<file path="config.mk">
export PLATFORM = sky130hd
export DESIGN_NAME = microcode_sequencer
export DESIGN_NICKNAME = d
export VERILOG_FILES = /design/src/rtl/microcode_sequencer_pkg.sv /design/src/rtl/microcode_sequencer_rom.sv /design/src/rtl/microcode_sequencer.sv
export SDC_FILE = /design/constraint.sdc
export NUM_CORES = 1
export LEC_CHECK = 0
export CAP_MARGIN = 20
export CORE_MARGIN = 2
export CORE_UTILIZATION = 45
export DETAILED_ROUTE_END_ITERATION = 8
export PLACE_DENSITY = 0.95
export SLEW_MARGIN = 20
export SYNTH_ARGS = -nofsm -noshare
export SYNTH_HDL_FRONTEND = slang
export SYNTH_SLANG_ARGS = --single-unit
export TNS_END_PERCENT = 100
</file>
<file path="constraint.sdc">
create_clock -name clk -period 4.1 [get_ports clk]
set_clock_uncertainty 0.2 [all_clocks]
set_input_delay 0.41 -clock clk [delete_from_list [all_inputs] [get_ports clk]]
set_output_delay 0.41 -clock clk [all_outputs]
set_load 0.02 [all_outputs]
</file>
<file path="src/rtl/microcode_sequencer_pkg.sv">
// Shared control-word bit positions and opcode encodings for the 8-bit CPU sequencer.
// Every block that drives or decodes the shared-bus control word imports this package.
package microcode_sequencer_pkg;

   // Control-word bit indices; bit 0 is reserved and always 0
   localparam int HLT = 15;
   localparam int MI  = 14;
   localparam int RI  = 13;
   localparam int RO  = 12;
   localparam int II  = 11;
   localparam int AI  = 10;
   localparam int AO  = 9;
   localparam int EO  = 8;
   localparam int SU  = 7;
   localparam int BI  = 6;
   localparam int OI  = 5;
   localparam int CE  = 4;
   localparam int CO  = 3;
   localparam int J   = 2;
   localparam int FI  = 1;

   typedef enum logic [3:0] {
      OP_NOP = 4'd0,
      OP_LDA = 4'd1,
      OP_ADD = 4'd2,
      OP_SUB = 4'd3,
      OP_STA = 4'd4,
      OP_LDI = 4'd5,
      OP_JMP = 4'd6,
      OP_JC  = 4'd7,
      OP_JZ  = 4'd8,
      OP_OUT = 4'd14,
      OP_HLT = 4'd15
   } opcode_e;

   function automatic logic [15:0] cb(int idx);
      return 16'(1) << idx;
   endfunction

endpackage

</file>
<file path="src/rtl/microcode_sequencer_rom.sv">
// Combinational microcode table: (step, opcode, flags) -> control word, end-of-instruction
// marker and undefined-opcode indication. Requires OP_W >= 4.
module microcode_rom
   import microcode_sequencer_pkg::*;
#(
   parameter int OP_W   = 4,
   parameter int STEP_W = 3,
   parameter int CTRL_W = 16
) (
   input  logic [STEP_W-1:0] step,
   input  logic [OP_W-1:0]   opcode,
   input  logic              carry_f,
   input  logic              zero_f,
   output logic [CTRL_W-1:0] ctrl_word,
   output logic              last,
   output logic              is_illegal
);

   logic [15:0] w;
   logic        op_oor;
   opcode_e     op;
   int unsigned s;

   // Opcode bits beyond the 4-bit table make the instruction undefined
   if (OP_W > 4) begin : g_wide_op
      assign op_oor = |opcode[OP_W-1:4];
   end else begin : g_narrow_op
      assign op_oor = 1'b0;
   end

   always_comb begin
      w          = '0;
      last       = 1'b0;
      is_illegal = 1'b0;
      op         = opcode_e'(opcode[3:0]);
      s          = 32'(step);
      if (s == 0) begin
         w = cb(CO) | cb(MI);
      end else if (s == 1) begin
         w = cb(RO) | cb(II) | cb(CE);
      end else if (op_oor) begin
         last       = 1'b1;
         is_illegal = (s == 2);
      end else begin
         // Any step past an instruction's defined end also reports last, so a
         // stray step value always recovers to fetch.
         last = 1'b1;
         case (op)
            OP_NOP: ;
            OP_OUT: if (s == 2) w = cb(AO) | cb(OI);
            OP_HLT: if (s == 2) w = cb(HLT);
            OP_LDA, OP_ADD, OP_SUB, OP_STA, OP_LDI, OP_JMP, OP_JC, OP_JZ: begin
               if (s == 2) begin
                  w    = cb(CO) | cb(MI);
                  last = 1'b0;
               end else if (s == 3) begin
                  case (op)
                     OP_LDI:  w = cb(RO) | cb(AI) | cb(CE);
                     OP_JMP:  w = cb(RO) | cb(J);
                     OP_JC:   w = carry_f ? (cb(RO) | cb(J)) : cb(CE);
                     OP_JZ:   w = zero_f  ? (cb(RO) | cb(J)) : cb(CE);
                     default: begin
                        w    = cb(RO) | cb(MI) | cb(CE);
                        last = 1'b0;
                     end
                  endcase
               end else if (s == 4) begin
                  case (op)
                     OP_LDA:         w = cb(RO) | cb(AI);
                     OP_STA:         w = cb(AO) | cb(RI);
                     OP_ADD, OP_SUB: begin
                        w    = cb(RO) | cb(BI);
                        last = 1'b0;
                     end
                     default: ;
                  endcase
               end else if (s == 5 && (op == OP_ADD || op == OP_SUB)) begin
                  w = cb(EO) | cb(AI) | cb(FI) | ((op == OP_SUB) ? cb(SU) : 16'h0000);
               end
            end
            default: is_illegal = (s == 2);
         endcase
      end
      ctrl_word = CTRL_W'(w);
   end

endmodule

</file>
<file path="src/rtl/microcode_sequencer.sv">
// Control sequencer for the 8-bit CPU: microstep counter, latched ALU flags, halt/run,
// single-step gating and sticky illegal-opcode detection around the microcode table.
module microcode_sequencer
   import microcode_sequencer_pkg::*;
#(
   parameter int OP_W   = 4,
   parameter int STEP_W = 3,
   parameter int CTRL_W = 16
) (
   input  logic              clk,
   input  logic              reset,
   input  logic [OP_W-1:0]   opcode,
   input  logic              alu_carry,
   input  logic              alu_zero,
   input  logic              single_step,
   input  logic              step_req,
   input  logic              run,
   output logic [CTRL_W-1:0] ctrl,
   output logic [STEP_W-1:0] step,
   output logic              halted,
   output logic              illegal,
   output logic              carry_f,
   output logic              zero_f
);

   logic [CTRL_W-1:0] rom_ctrl;
   logic              rom_last;
   logic              rom_illegal;
   logic              adv;
   logic              hlt_now;

   microcode_rom #(
      .OP_W   (OP_W),
      .STEP_W (STEP_W),
      .CTRL_W (CTRL_W)
   ) u_rom (
      .step       (step),
      .opcode     (opcode),
      .carry_f    (carry_f),
      .zero_f     (zero_f),
      .ctrl_word  (rom_ctrl),
      .last       (rom_last),
      .is_illegal (rom_illegal)
   );

   // A stalled cycle drives an all-zero word so no enable fires twice
   assign adv     = !reset && !halted && (!single_step || step_req);
   assign ctrl    = adv ? rom_ctrl : '0;
   assign hlt_now = adv && rom_ctrl[HLT];

   always_ff @(posedge clk or posedge reset) begin
      if (reset) begin
         step    <= '0;
         halted  <= 1'b0;
         illegal <= 1'b0;
         carry_f <= 1'b0;
         zero_f  <= 1'b0;
      end else begin
         if (adv)
            step <= (rom_last || hlt_now) ? '0 : step + STEP_W'(1);
         // Halt takes priority over a run request on the same edge
         if (hlt_now)
            halted <= 1'b1;
         else if (run)
            halted <= 1'b0;
         if (adv && rom_illegal)
            illegal <= 1'b1;
         if (adv && rom_ctrl[FI]) begin
            carry_f <= alu_carry;
            zero_f  <= alu_zero;
         end
      end
   end

endmodule

</file>
**Word level (Yosys, flattened, before mapping)**

Index checks and enable logic that the tools add are counted.

- Bits in registers: 7
- Output and inout bits: 23
- Logic and storage cells: 69

- $add $sub $neg: 1
- Equality and inequality tests: 15
- Muxes and demuxes: 29
- Reduce and logical (&&, ||, !) cells: 19

Operator list:

| cell | number |
|---|---|
| 16-bit 2-to-1 mux | 8 |
| 16-bit case mux with 4 select lines | 1 |
| 16-bit case mux with 3 select lines | 1 |
| 14-bit case mux with 3 select lines | 1 |
| 13-bit 2-to-1 mux | 2 |
| 4-bit by 3-bit == test with 1-bit output (second input constant) | 4 |
| 1-bit 2-to-1 mux | 13 |
| 4-bit == test (second input constant) | 3 |
| 11-bit OR reduction | 1 |
| 10-bit 2-to-1 mux | 1 |
| 4-bit by 2-bit == test with 1-bit output (second input constant) | 2 |
| 8-bit 2-to-1 mux | 1 |
| 8-bit OR reduction | 1 |
| 3-bit by 2-bit == test with 1-bit output (second input constant) | 2 |
| 3-bit == test (second input constant) | 2 |
| 1-bit logical AND | 6 |
| 4-bit by 1-bit == test with 1-bit output (second input constant) | 1 |
| 4-bit zero test | 1 |
| 4-bit OR reduction | 1 |
| 3-bit by 1-bit adder with 3-bit output (second input constant) | 1 |
| 3-bit by 1-bit == test with 1-bit output (second input constant) | 1 |
| 1-bit zero test | 3 |
| 3-bit zero test | 1 |
| 1-bit logical OR | 3 |
| other kinds (3) | 3 |

**Logic depth before layout (Yosys ltp)**

- Depth after elaboration: 13
- Gate-level depth with buffers: 8
- Gate-level depth less buffers: 6

**Hierarchy**

Synthesis repeated with hierarchy kept, for this count alone.

- Cell total of the unflattened synthesis: 108
- Area total of the unflattened synthesis: 923.4 um^2

Modules (own cells, without submodules):

| module | instances | cells an instance | area an instance (um^2) | seq. area each (um^2) |
|---|---|---|---|---|
| microcode_sequencer | 1 | 43 | 465.4 | 175.2 |
| microcode_rom | 1 | 65 | 457.9 | 0.0 |

**Worst setup path after synthesis**

No wires, ideal clock.

- Kind: flip-flop to output port
- Start: register step[2]
- End: output port ctrl[7]
- Arrival time: 2262 ps
- Data required time: 3490 ps
- Slack: 1228 ps
- Stages on the path, launching flop included: 9
- Path through: dfrtp_1 > clkbuf_1 > inv_1 > ha_1 > clkbuf_1 > nor2_1 > nand2_1 > nor4b_4 > and4b_1

- Longest elaborated chain between the ends: 10

RTL lines:

| what | line | source |
|---|---|---|
| start: declaration | microcode_sequencer.sv:19 | `output logic [STEP_W-1:0] step,` |
| start signal: assignment | microcode_sequencer.sv:60 | `step <= (rom_last \|\| hlt_now) ? '0 : step + STEP_W'(1);` |
| 3-bit == test | microcode_sequencer_rom.sv:77 | `end else if (s == 5 && (op == OP_ADD \|\| op == OP_SUB)) begin` |
| 1-bit logical AND | microcode_sequencer_rom.sv:77 |  |
| 16-bit 2-to-1 mux | microcode_sequencer_rom.sv:77 |  |
| 16-bit 2-to-1 mux | microcode_sequencer_rom.sv:67 | `end else if (s == 4) begin` |
| 16-bit 2-to-1 mux | microcode_sequencer_rom.sv:56 | `end else if (s == 3) begin` |
| 16-bit 2-to-1 mux | microcode_sequencer_rom.sv:53 | `if (s == 2) begin` |
| 16-bit case mux with 3 select lines | microcode_sequencer_rom.sv:48 | `case (op)` |
| 16-bit 2-to-1 mux | microcode_sequencer_rom.sv:39 | `end else if (s == 1) begin` |
| 16-bit 2-to-1 mux (*) | microcode_sequencer_rom.sv:37 | `if (s == 0) begin` |
| 16-bit 2-to-1 mux (*) | microcode_sequencer.sv:48 | `assign ctrl = adv ? rom_ctrl : '0;` |
| end: declaration | microcode_sequencer.sv:18 | `output logic [CTRL_W-1:0] ctrl,` |

Mark *: on every way between the ends. The rest lies on a longest branch, timed or not.

**Worst setup path after layout**

- Start: input port opcode[1]
- End: output port ctrl[12]

- Longest elaborated chain between the ends: 10

RTL lines:

| what | line | source |
|---|---|---|
| start: declaration | microcode_sequencer.sv:12 | `input logic [OP_W-1:0] opcode,` |
| 4-bit by 2-bit == test with 1-bit output | microcode_sequencer_rom.sv:48, microcode_sequencer_rom.sv:68 |  |
| 2-bit OR reduction | microcode_sequencer_rom.sv:68 | `case (op)` |
| 14-bit case mux with 3 select lines | microcode_sequencer_rom.sv:68 |  |
| 16-bit 2-to-1 mux | microcode_sequencer_rom.sv:67 |  |
| 16-bit 2-to-1 mux | microcode_sequencer_rom.sv:56 |  |
| 16-bit 2-to-1 mux | microcode_sequencer_rom.sv:53 |  |
| 16-bit case mux with 3 select lines (*) | microcode_sequencer_rom.sv:48 |  |
| 16-bit 2-to-1 mux (*) | microcode_sequencer_rom.sv:39 |  |
| 16-bit 2-to-1 mux (*) | microcode_sequencer_rom.sv:37 |  |
| 16-bit 2-to-1 mux (*) | microcode_sequencer.sv:48 |  |

Marks and branches as above.

==> impl_results.md <==
* Die height at 46.71 µm
* Layout cells sized above 1 at 0.07407
* Crit path DAT at 2910 ps
* Post-Syn Area at 820.8 µm²
* Critical path startpoint category: primary input
* YS warnings at 0
* CTS Sinks at 7
* Clk slew on worst S/H paths at 50 ps
* Post-synth EDFFs at 0
* Synth Instances at 109
* Die area at about 2200 µm²
* Via count at 893
* Pins Over Slew Limit at 0
* Fin crit share at 0.8591
* H-tree Lvls at 1
* Distinct cells, synth at 44
* CTS tree: built
* I/O pin cnt at 34
* Vias per cell at 5.581
* Worst VDD drop at 0.0003342 V
* Largest net degree at the start of global routing at 14
* Iteration-0 DRC Markers at 26
* F_max at between 200 and 300 MHz
* Final hold vios at 0
* Avg Inst Size Synth at 7.530 µm²
* Final ANT Viol Nets at 0
* Slowest CP cell: or4b_1
* Setup TNS at 0 ps
* Max-Cap Viols at 0
* Cell Pwr Density at between 400 and 500 nW/µm²
* Hold Worst Slack at 204.6 ps
* GRT Total Usage at 0.2175
* Antenna violations before repair at 0
* Post-synth ARST share at 1.000
* Antenna diode count at 0
* # placed instances at 156
* Worst Hold Class: in -> async
* Crit end category: output pin
* CP max FO at 13
* Hold buffers post-CTS at 0
* Chip width at 46.71 µm
* Core ar. at 1727 µm²
* Area growth syn-to-layout at 38.87%
* Final HPWL DP at 1713 µm
* Status: complete, no violations
* Row Count at 15
* Maximum clock path buffer count at 2
* Final Wtd Congestion at 0.8270
* Worst rel slew slack at 0.6455
* Data required, critical path at 3490 ps
* CTS buffer count at 3
* Leak at 0.0004878 µW
* Drt first pass iters at 4
* Critical Path Max Stage Delay at 640 ps
* Port buffer count at 32
* Worst-skew pair later-pin latency at 250 ps
* Post-Route WL at 2172 µm
* CP Class: in -> out
* Final #Nets at roughly 150
* Fin cells at between 150 and 200
* RSZ-0062 raised after global routing: no
* Drt drc at 0
* Most common cell on crit path: clkdlybuf4s50_1
* Number of global-route vias before repair at 800
* Post-CTS sizing at 0
* Crit path time final at between 3000 and 4000 ps
* Least-Margin Pin Slew at 526.8 ps
* # Post-CTS Setup Buffers at 0
* Final global-route overflow total at 0
* First-pass GRT wire length at 3387 µm
* Post-synthesis sequential area ratio at 0.2134
* Overall power at 500.8 µW
* Initial core utilization at 0.4754
* Cell chain of the critical path: clkdlybuf4s50_1 -> or4b_1 -> o32a_1 -> and3_1 -> o31ai_1 -> clkdlybuf4s50_1
* Post-synth top flop: dfrtp_1
* Root buffer cell: clkbuf_4
* FF+latch count, synth at 7
* Syn Nets at 125
* Routed len/inst at 13.58 µm
* Setup violations, final at 0
per-stage QoR:
| stage | util | worst slack (ps) | area [µm²] |
|---|---|---|---|
| finish | 0.6601 | 577.7 | 1140 |
| floorplan | - | 1228 | 820.8 |
| CTS | 0.6601 | 578.8 | 1140 |
| global route | 0.6601 | 449.8 | 1140 |
| detailed placement | 0.6449 | 584.8 | 1114 |
| global placement | 0.6449 | 656.6 | 1114 |
critical path: cells and delay by family:
family	cells	cell delay, ps
buffers and inverters	2	1250
AOI/OAI and AO/OA	2	440
and+or+nand+nor	2	810
kinds of logic after synthesis:
kind of cell / synth area share
AND/OR/NAND/NOR: 0.3720
adder cells (fa/ha/maj): 0.07622
multiplexers: 0.03963
buffers and inverters: 0.1174
flip-flops: 0.2134
other: 0.004569
AO/OA/AOI/OAI: 0.1768
area by class of cell:
type	count	area, µm²
inverters	10	37.54
repair buffers	32	320.3
fillers	161	586.8
well taps	25	31.28
flip-flops and latches	7	175.2
multi-input cells	82	549.3
clock buffers	4	26.28
sequential cells by signal, indices dropped and copies added (netlist names):
signal   cells
illegal      1
step         3
zero_f       1
carry_f      1
halted       1
final timing paths:
path | from | to | slack (ps) | depth (start not counted)
worst max register to register | step[2] | carry_f | 1770 | 6
worst min register to register | illegal | illegal | 290 | 1
min in group clk | illegal | illegal | 290 | 1
max in group asynchronous | reset | step[2] | 3280 | 2
worst max-delay path | opcode[1] | ctrl[12] | 580 | 6
worst min-delay path | reset | illegal | 200 | 2
Yosys cell counts (2+ instances only):
cell type   n  share of area
o211a_1     2          0.024
nand2_1    11          0.050
clkbuf_1    4          0.018
nand2b_1    2          0.015
nor2b_1     3          0.023
nor2_1     10          0.046
ha_1        5          0.076
nor3_1      6          0.037
dfrtp_1     7           0.21
o21ai_0     6          0.037
nor4_1      5          0.038
mux2_2      2          0.027
and3_1      2          0.015
a21oi_1     2          0.012
buf_4       3          0.027
o31ai_1     2          0.018
inv_1      10          0.046
power by group:
part           total, µW  switching (µW)  internal, µW
Clock               63.3            26.1          37.2
Combinational        323             184           139
Sequential           114            26.2          87.9
Total                501             236           265
layer usage:
layer	track usage	part of all wire	vias to the layer above
met5	0	0	-
met4	0.09444	0.0064	0
met3	0.07843	0.071	4
met2	0.3333	0.51	42
met1	0.2753	0.41	409
li1	-	-	438
cells in the final DEF (no fill, tap or decap), drive strengths merged, types with 2 or more instances in the layout:
cell,count
nor4,6
nor4b,2
dfrtp,7
nor3,6
clkbuf,4
o21ai,7
o211a,2
nand2,11
inv,10
ha,5
mux2,2
nor2b,3
or2,3
clkdlybuf4s50,32
o31ai,2
nand2b,2
and3,2
nor2,10
a21oi,2
Note: power is estimated with default switching activity, not from simulation.
